**config.mk**
```make
export PLATFORM = sky130hd
export DESIGN_NAME = lsu_mem_initiator
export DESIGN_NICKNAME = d
export VERILOG_FILES = /design/src/rtl/lsu_mem_initiator.sv
export SDC_FILE = /design/constraint.sdc
export NUM_CORES = 1
export LEC_CHECK = 0
export ABC_AREA = 0
export CAP_MARGIN = 40
export CORE_AREA = 2 2 157 159
export CTS_CLUSTER_DIAMETER = 30
export DETAILED_ROUTE_END_ITERATION = 12
export DIE_AREA = 0 0 159 161
export DONT_BUFFER_PORTS = 1
export GPL_TIMING_DRIVEN = 1
export HOLD_SLACK_MARGIN = 0.08
export PLACE_DENSITY = 0.71
export SYNTH_ARGS = -nofsm -noshare
export SYNTH_HDL_FRONTEND = slang
export SYNTH_SLANG_ARGS = --single-unit
```
**constraint.sdc**
```tcl
create_clock -name iClock -period 3.2 [get_ports iClock]
set_clock_uncertainty 0.1 [all_clocks]
set_input_delay 0.32 -clock iClock [delete_from_list [all_inputs] [get_ports iClock]]
set_output_delay 0.32 -clock iClock [all_outputs]
set_load 0.03 [all_outputs]
```
**src/rtl/lsu_mem_initiator.sv**
```systemverilog
// Load/store initiator: one core op at a time onto a valid/ready memory port.
// Optional feature macro: LSU_MISALIGN_TRAP_EN (trap misaligned ops instead of truncating).
module lsu_mem_initiator #(
  parameter int unsigned TIMEOUT_CYCLES = 255
) (
  input  logic        iClock,
  input  logic        iReset,
  input  logic        iReq,
  input  logic        iWrEn,
  input  logic [63:0] iAddr,
  input  logic [63:0] iWrData,
  input  logic [1:0]  iSize,
  input  logic        iSignExt,
  output logic        oBusy,
  output logic        oDone,
  output logic [63:0] oRdData,
  output logic        oTimeout,
`ifdef LSU_MISALIGN_TRAP_EN
  output logic        oMisalign,
`endif
  output logic        oMemValid,
  input  logic        iMemReady,
  output logic [63:0] oMemAddr,
  output logic        oMemWrEn,
  output logic [63:0] oMemWrData,
  output logic [7:0]  oMemWrMask,
  input  logic        iMemRespValid,
  input  logic [63:0] iMemRdData
);

  typedef enum logic [1:0] {IDLE, REQ, RESP} state_e;

  state_e      state_q, state_d;
  logic [63:0] addr_q, addr_d;
  logic [63:0] wdata_q, wdata_d;
  logic [63:0] rdata_q, rdata_d;
  logic [7:0]  mask_q, mask_d;
  logic [2:0]  off_q, off_d;
  logic [1:0]  size_q, size_d;
  logic        wr_en_q, wr_en_d;
  logic        sext_q, sext_d;
  logic        done_q, done_d;
  logic        tout_q, tout_d;
  logic [31:0] cnt_q, cnt_d;

  // Incoming op decode: natural-alignment mask and the lane offset it implies
  logic [2:0] align_mask;
  logic [2:0] req_off;
  logic [7:0] size_mask;
  always_comb begin
    align_mask = 3'b000;
    size_mask  = 8'h01;
    case (iSize)
      2'd0:    begin align_mask = 3'b000; size_mask = 8'h01; end
      2'd1:    begin align_mask = 3'b001; size_mask = 8'h03; end
      2'd2:    begin align_mask = 3'b011; size_mask = 8'h0F; end
      default: begin align_mask = 3'b111; size_mask = 8'hFF; end
    endcase
    req_off = iAddr[2:0] & ~align_mask;
  end

`ifdef LSU_MISALIGN_TRAP_EN
  logic mis_q, mis_d;
  logic misaligned;
  assign misaligned = |(iAddr[2:0] & align_mask);
`endif

  // Load return path: move the addressed lane down, then extend
  logic [63:0] shifted;
  logic [63:0] ext;
  always_comb begin
    shifted = iMemRdData >> {off_q, 3'b000};
    case (size_q)
      2'd0:    ext = {{56{sext_q & shifted[7]}},  shifted[7:0]};
      2'd1:    ext = {{48{sext_q & shifted[15]}}, shifted[15:0]};
      2'd2:    ext = {{32{sext_q & shifted[31]}}, shifted[31:0]};
      default: ext = shifted;
    endcase
  end

  always_comb begin
    state_d = state_q;
    addr_d  = addr_q;
    wdata_d = wdata_q;
    rdata_d = rdata_q;
    mask_d  = mask_q;
    off_d   = off_q;
    size_d  = size_q;
    wr_en_d = wr_en_q;
    sext_d  = sext_q;
    cnt_d   = cnt_q;
    done_d  = 1'b0;
    tout_d  = 1'b0;
`ifdef LSU_MISALIGN_TRAP_EN
    mis_d   = 1'b0;
`endif
    case (state_q)
      IDLE: begin
        if (iReq) begin
`ifdef LSU_MISALIGN_TRAP_EN
          if (misaligned) begin
            mis_d = 1'b1;
          end else begin
`else
          begin
`endif
            addr_d  = {iAddr[63:3], 3'b000};
            wdata_d = iWrData << {req_off, 3'b000};
            mask_d  = iWrEn ? (size_mask << req_off) : 8'h00;
            off_d   = req_off;
            size_d  = iSize;
            wr_en_d = iWrEn;
            sext_d  = iSignExt;
            state_d = REQ;
          end
        end
      end
      REQ: begin
        if (iMemReady) begin
          state_d = RESP;
          cnt_d   = 32'd0;
        end
      end
      RESP: begin
        // A response arriving on the final timeout cycle still completes normally
        if (iMemRespValid) begin
          state_d = IDLE;
          done_d  = 1'b1;
          if (!wr_en_q) rdata_d = ext;
        end else if (TIMEOUT_CYCLES != 0 && cnt_q == TIMEOUT_CYCLES - 1) begin
          state_d = IDLE;
          tout_d  = 1'b1;
        end else begin
          cnt_d = cnt_q + 32'd1;
        end
      end
      default: state_d = IDLE;
    endcase
  end

  always_ff @(posedge iClock) begin
    if (iReset) begin
      state_q <= IDLE;
      addr_q  <= '0;
      wdata_q <= '0;
      rdata_q <= '0;
      mask_q  <= '0;
      off_q   <= '0;
      size_q  <= '0;
      wr_en_q <= 1'b0;
      sext_q  <= 1'b0;
      done_q  <= 1'b0;
      tout_q  <= 1'b0;
      cnt_q   <= '0;
`ifdef LSU_MISALIGN_TRAP_EN
      mis_q   <= 1'b0;
`endif
    end else begin
      state_q <= state_d;
      addr_q  <= addr_d;
      wdata_q <= wdata_d;
      rdata_q <= rdata_d;
      mask_q  <= mask_d;
      off_q   <= off_d;
      size_q  <= size_d;
      wr_en_q <= wr_en_d;
      sext_q  <= sext_d;
      done_q  <= done_d;
      tout_q  <= tout_d;
      cnt_q   <= cnt_d;
`ifdef LSU_MISALIGN_TRAP_EN
      mis_q   <= mis_d;
`endif
    end
  end

  assign oBusy      = (state_q != IDLE);
  assign oMemValid  = (state_q == REQ);
  assign oDone      = done_q;
  assign oTimeout   = tout_q;
  assign oRdData    = rdata_q;
  assign oMemAddr   = addr_q;
  assign oMemWrEn   = wr_en_q;
  assign oMemWrData = wdata_q;
  assign oMemWrMask = mask_q;
`ifdef LSU_MISALIGN_TRAP_EN
  assign oMisalign  = mis_q;
`endif

endmodule

```
==> impl_metrics.py <==
metrics = {
    "power": {
        "irDropWorstVdd_mv": 0.461,
        "p_per_area_nw_per_um2": 650,
        "p_leak_nw": 5.69,
        "p_total_mw": 10.0,
    },
    "setup_path": {
        "cp_cell_sequence": "mux2_4, mux4_2, and4b_1, a311oi_4, buf_4, a211oi_1, dlygate4sd3_1",
        "reg2reg_slack_ns": 0.19,
        "worst-path-buf-inv": 2,
        "start_kind": "register",
        "rr_worst_depth": 7,
        "critical_path_class": "register to register",
        "worstReg2RegEnd": "oRdData[21]",
        "critPathMaxFanout": 16,
        "cp.required_ns": 3.52,
        "startpoint": "off_q[1]",
        "cp_slowest_cell": "dlygate4sd3_1",
        "endpoint": "oRdData[21]",
        "path_depth": 7,
        "critical-path-max-stage-delay_ns": 0.58,
        "worst_path_dominant_cell_family": "multiplexers",
        "cp-end-kind": "register",
        "timing.rr.start": "off_q[1]",
        "cp.arrival_ns": 3.33,
    },
    "floorplanning": {
        "num_io_pins": 406,
        "start_util_pct": 49.7,
        "die_x_um": 159,
        "num_rows": 57,
        "dieHeight_um": 161,
        "core_um2": 24000,
        "dieArea_um2": 25600,
    },
    "timing": {
        "hold_viol_final": 0,
        "slew_viol_final": 0,
        "fin_setup_tns_ns": 0,
        "slew_headroom_pct": 35.2,
        "period_needed_ns": 3.01,
        "rsz0062_at_grt": "false",
        "setup_viol": 0,
        "fmax_mhz": 332,
        "min_period_over_period_pct": 94.2,
        "tightest_slew_ns": 0.969,
    },
    "cts": {
        "cts_buffers": 50,
        "root_buffer": "clkbuf_16",
        "clock-sinks": 240,
        "clk_path_buf_depth": 3,
        "insertion_delay_ns": 0.53,
        "htreeDepth": 2,
        "cts_resized": 0,
        "cts_tree": "built",
        "cts.reportedPaths.clkPinSlew_ns": 0.05,
    },
    "drt": {
        "final_antenna_net_count": 0,
        "wire_per_inst_um": 22.0,
        "routed_wl_um": 42500,
        "drc": 0,
        "via_per_inst": 6.13,
        "vias": 11831,
        "drt_iter0_markers": 1467,
        "drtPass1Iterations": 6,
    },
    "synth": {
        "ys_ff_latch": 240,
        "synth_flop_cell": "dfxtp_1",
        "yosysSeqAreaShare_pct": 40.3,
        "async_flop_share_pct": 0,
        "synth_cell_type_count": 51,
        "syn-cell-area_um2": 11900,
        "netlist_instances": 1457,
        "syn_area_per_cell_um2": 8.18,
        "synth_edf_count": 0,
        "yosys_warnings": 0,
    },
    "finish": {
        "area.sequential_um2": 4810,
        "multi_input_area_um2": 6610,
        "area_growth_pct": 29.3,
        "utilization_pct": 64.3,
        "postLayoutCellArea_um2": 15400,
        "nets": 1769,
        "drive_above_1_share_pct": 12.4,
        "fillCellCount": 1938,
    },
    "placed_design": {
        "place_area_um2": 12100,
        "io_buffers": 0,
        "hpwlAfterDp_um": 27100,
        "gp_congestion": 0.962,
    },
    "run_status": {
        "outcome": "finished clean",
    },
    "global_routing": {
        "grt_max_degree": 149,
        "grtUsageTotal_pct": 31.6,
        "antenna_found_initial": 1,
        "grt_pass1_vias": 11443,
        "grt_pass1_wl_um": 64900,
        "grt-ovfl-total": 0,
    },
    "run": {
        "drv_cap": 0,
    },
    "worst_hold_path": {
        "hold_path_class": "primary input to register",
    },
}
Yosys cell counts, types with 2 or more instances:
| master | instances | area share (%) |
|---|---|---|
| buf_4 | 3 | 0.19 |
| mux2_2 | 40 | 3.8 |
| o2bb2ai_1 | 7 | 0.51 |
| a21o_1 | 7 | 0.44 |
| o21ai_0 | 52 | 2.2 |
| nand4_1 | 12 | 0.63 |
| a311oi_1 | 8 | 0.59 |
| nand3_1 | 11 | 0.46 |
| a222oi_1 | 16 | 1.3 |
| a22oi_1 | 32 | 2.0 |
| a2111oi_0 | 2 | 0.15 |
| o211ai_1 | 2 | 0.13 |
| nor2_1 | 180 | 5.7 |
| o21bai_1 | 2 | 0.13 |
| buf_2 | 12 | 0.50 |
| nor3_1 | 32 | 1.3 |
| xnor2_1 | 18 | 1.3 |
| mux4_2 | 9 | 1.7 |
| inv_1 | 8 | 0.25 |
| nor2b_1 | 14 | 0.73 |
| mux2i_1 | 80 | 6.7 |
| dfxtp_1 | 240 | 40 |
| mux2_4 | 3 | 0.38 |
| and3_1 | 4 | 0.21 |
| and2_1 | 12 | 0.63 |
| a211oi_1 | 94 | 5.9 |
| and4_1 | 2 | 0.15 |
| a31o_2 | 4 | 0.29 |
| nor4_1 | 9 | 0.47 |
| nand2_1 | 264 | 8.3 |
| buf_6 | 4 | 0.38 |
| a211oi_2 | 11 | 1.2 |
| a211o_1 | 2 | 0.15 |
| or2_2 | 2 | 0.10 |
| nor3b_1 | 5 | 0.31 |
| buf_1 | 14 | 0.44 |
| clkbuf_1 | 91 | 2.9 |
| or3_1 | 6 | 0.31 |
| a21oi_1 | 115 | 4.8 |
| or4_1 | 2 | 0.13 |
| ha_1 | 2 | 0.21 |
| nand2b_1 | 15 | 0.79 |
routing by layer:
layer / vias up / share of wire [%] / GRT usage (%)
li1: 5385 / - / -
met1: 5546 / 37 / 37.8
met2: 742 / 46 / 51.7
met3: 158 / 11 / 9.30
met4: 0 / 5.5 / 16.5
met5: - / 0 / 0
through the flow:
step / setup WS, ns / std cells / hold slack, ns
global route: 0.0581 / 1928 / 0.108
finish: 0.186 / 1929 / 0.106
CTS: 0.222 / 1928 / 0.0803
global placement: 0.574 / 1687 / 0.306
floorplan: 0.694 / 1459 / 0.356
detailed placement: 0.504 / 1688 / 0.308
layout make-up:
class / count / share of cell area (%)
Multi-Input combinational cell: 1087 / 42.9
Sequential cell: 240 / 31.2
Inverter: 8 / 0.195
Antenna cell: 1 / 0.0162
Clock buffer: 57 / 8.75
Timing Repair Buffer: 179 / 11.3
Clock inverter: 33 / 3.04
Tap cell: 324 / 2.63
cell families after synthesis:
group	after synthesis	synth area share [%]
and+or+nand+nor	575	20.7
other	1	0.0315
muxes	132	12.6
buffers and inverters	132	4.63
xor gates and xnor gates	18	1.32
adders and majority gates	2	0.210
AOI/OAI and AO/OA	357	20.3
DFF	240	40.3
what timing repair did:
| action | 4_1_cts | 5_1_grt |
|---|---|---|
| hold endpoints to repair | 212 | 0 |
| hold buffers | 150 | 0 |
| setup endpoints to repair | 0 | 0 |
| setup buffers | 0 | 0 |
flip-flops by register name (all words and copies together) (netlist names):
signal      cells
oTimeout        1
cnt_q          32
oRdData        64
state_q         2
size_q          2
oMemAddr       61
off_q           3
oMemWrEn        1
oMemWrData     64
sext_q          1
oDone           1
oMemWrMask      8
layout by cell type (no fill, tap or decap), types with 5 or more instances in the layout:
cell type,count
clkbuf_16,51
nand2b_1,14
a211oi_2,11
mux2_2,40
nor2_1,179
inv_1,8
nand3_1,11
nand2_1,263
o21ai_0,52
bufinv_16,10
clkinvlp_4,6
a222oi_1,16
nand4_1,12
xnor2_1,18
a211oi_1,94
a21oi_1,115
mux2i_1,80
clkbuf_8,5
nor2b_1,13
a21o_1,7
dfxtp_1,239
and2_1,11
o2bb2ai_1,7
or3_1,6
clkinv_2,7
a311oi_1,8
nor3_1,32
inv_6,7
mux4_2,9
a22oi_1,32
dlygate4sd3_1,149
nor4_1,9
buf_4,27
worst reg2reg max path, delay by kind of cell (launching register included):
| family | cells | cell delay (ns) |
|---|---|---|
| AOI/OAI and AO/OA | 2 | 0.39 |
| DFF | 1 | 0.48 |
| buffers and inverters | 2 | 0.85 |
| and+or+nand+nor | 1 | 0.24 |
| muxes | 2 | 0.85 |
where the power goes:
group / total [mW] / leakage (nW) / switching (mW) / internal [mW]
logic: 0.981 / 2.86 / 0.557 / 0.424
clock network: 5.56 / 0.879 / 1.73 / 3.83
registers: 3.49 / 1.95 / 0.360 / 3.12
worst min path at each step:
stage	from	end	slack (ns)	depth (start not counted)
global route	iReq	oMemWrData[50]	0.11	3
finish	iReq	oMemWrData[59]	0.11	3
global placement	iReset	oMemWrMask[1]	0.31	1
CTS	iReq	oMemWrData[50]	0.08	3
detailed placement	iReset	state_q[0]	0.31	1
floorplan	cnt_q[30]	cnt_q[30]	0.36	2
Power figures use the tool's default switching activity.
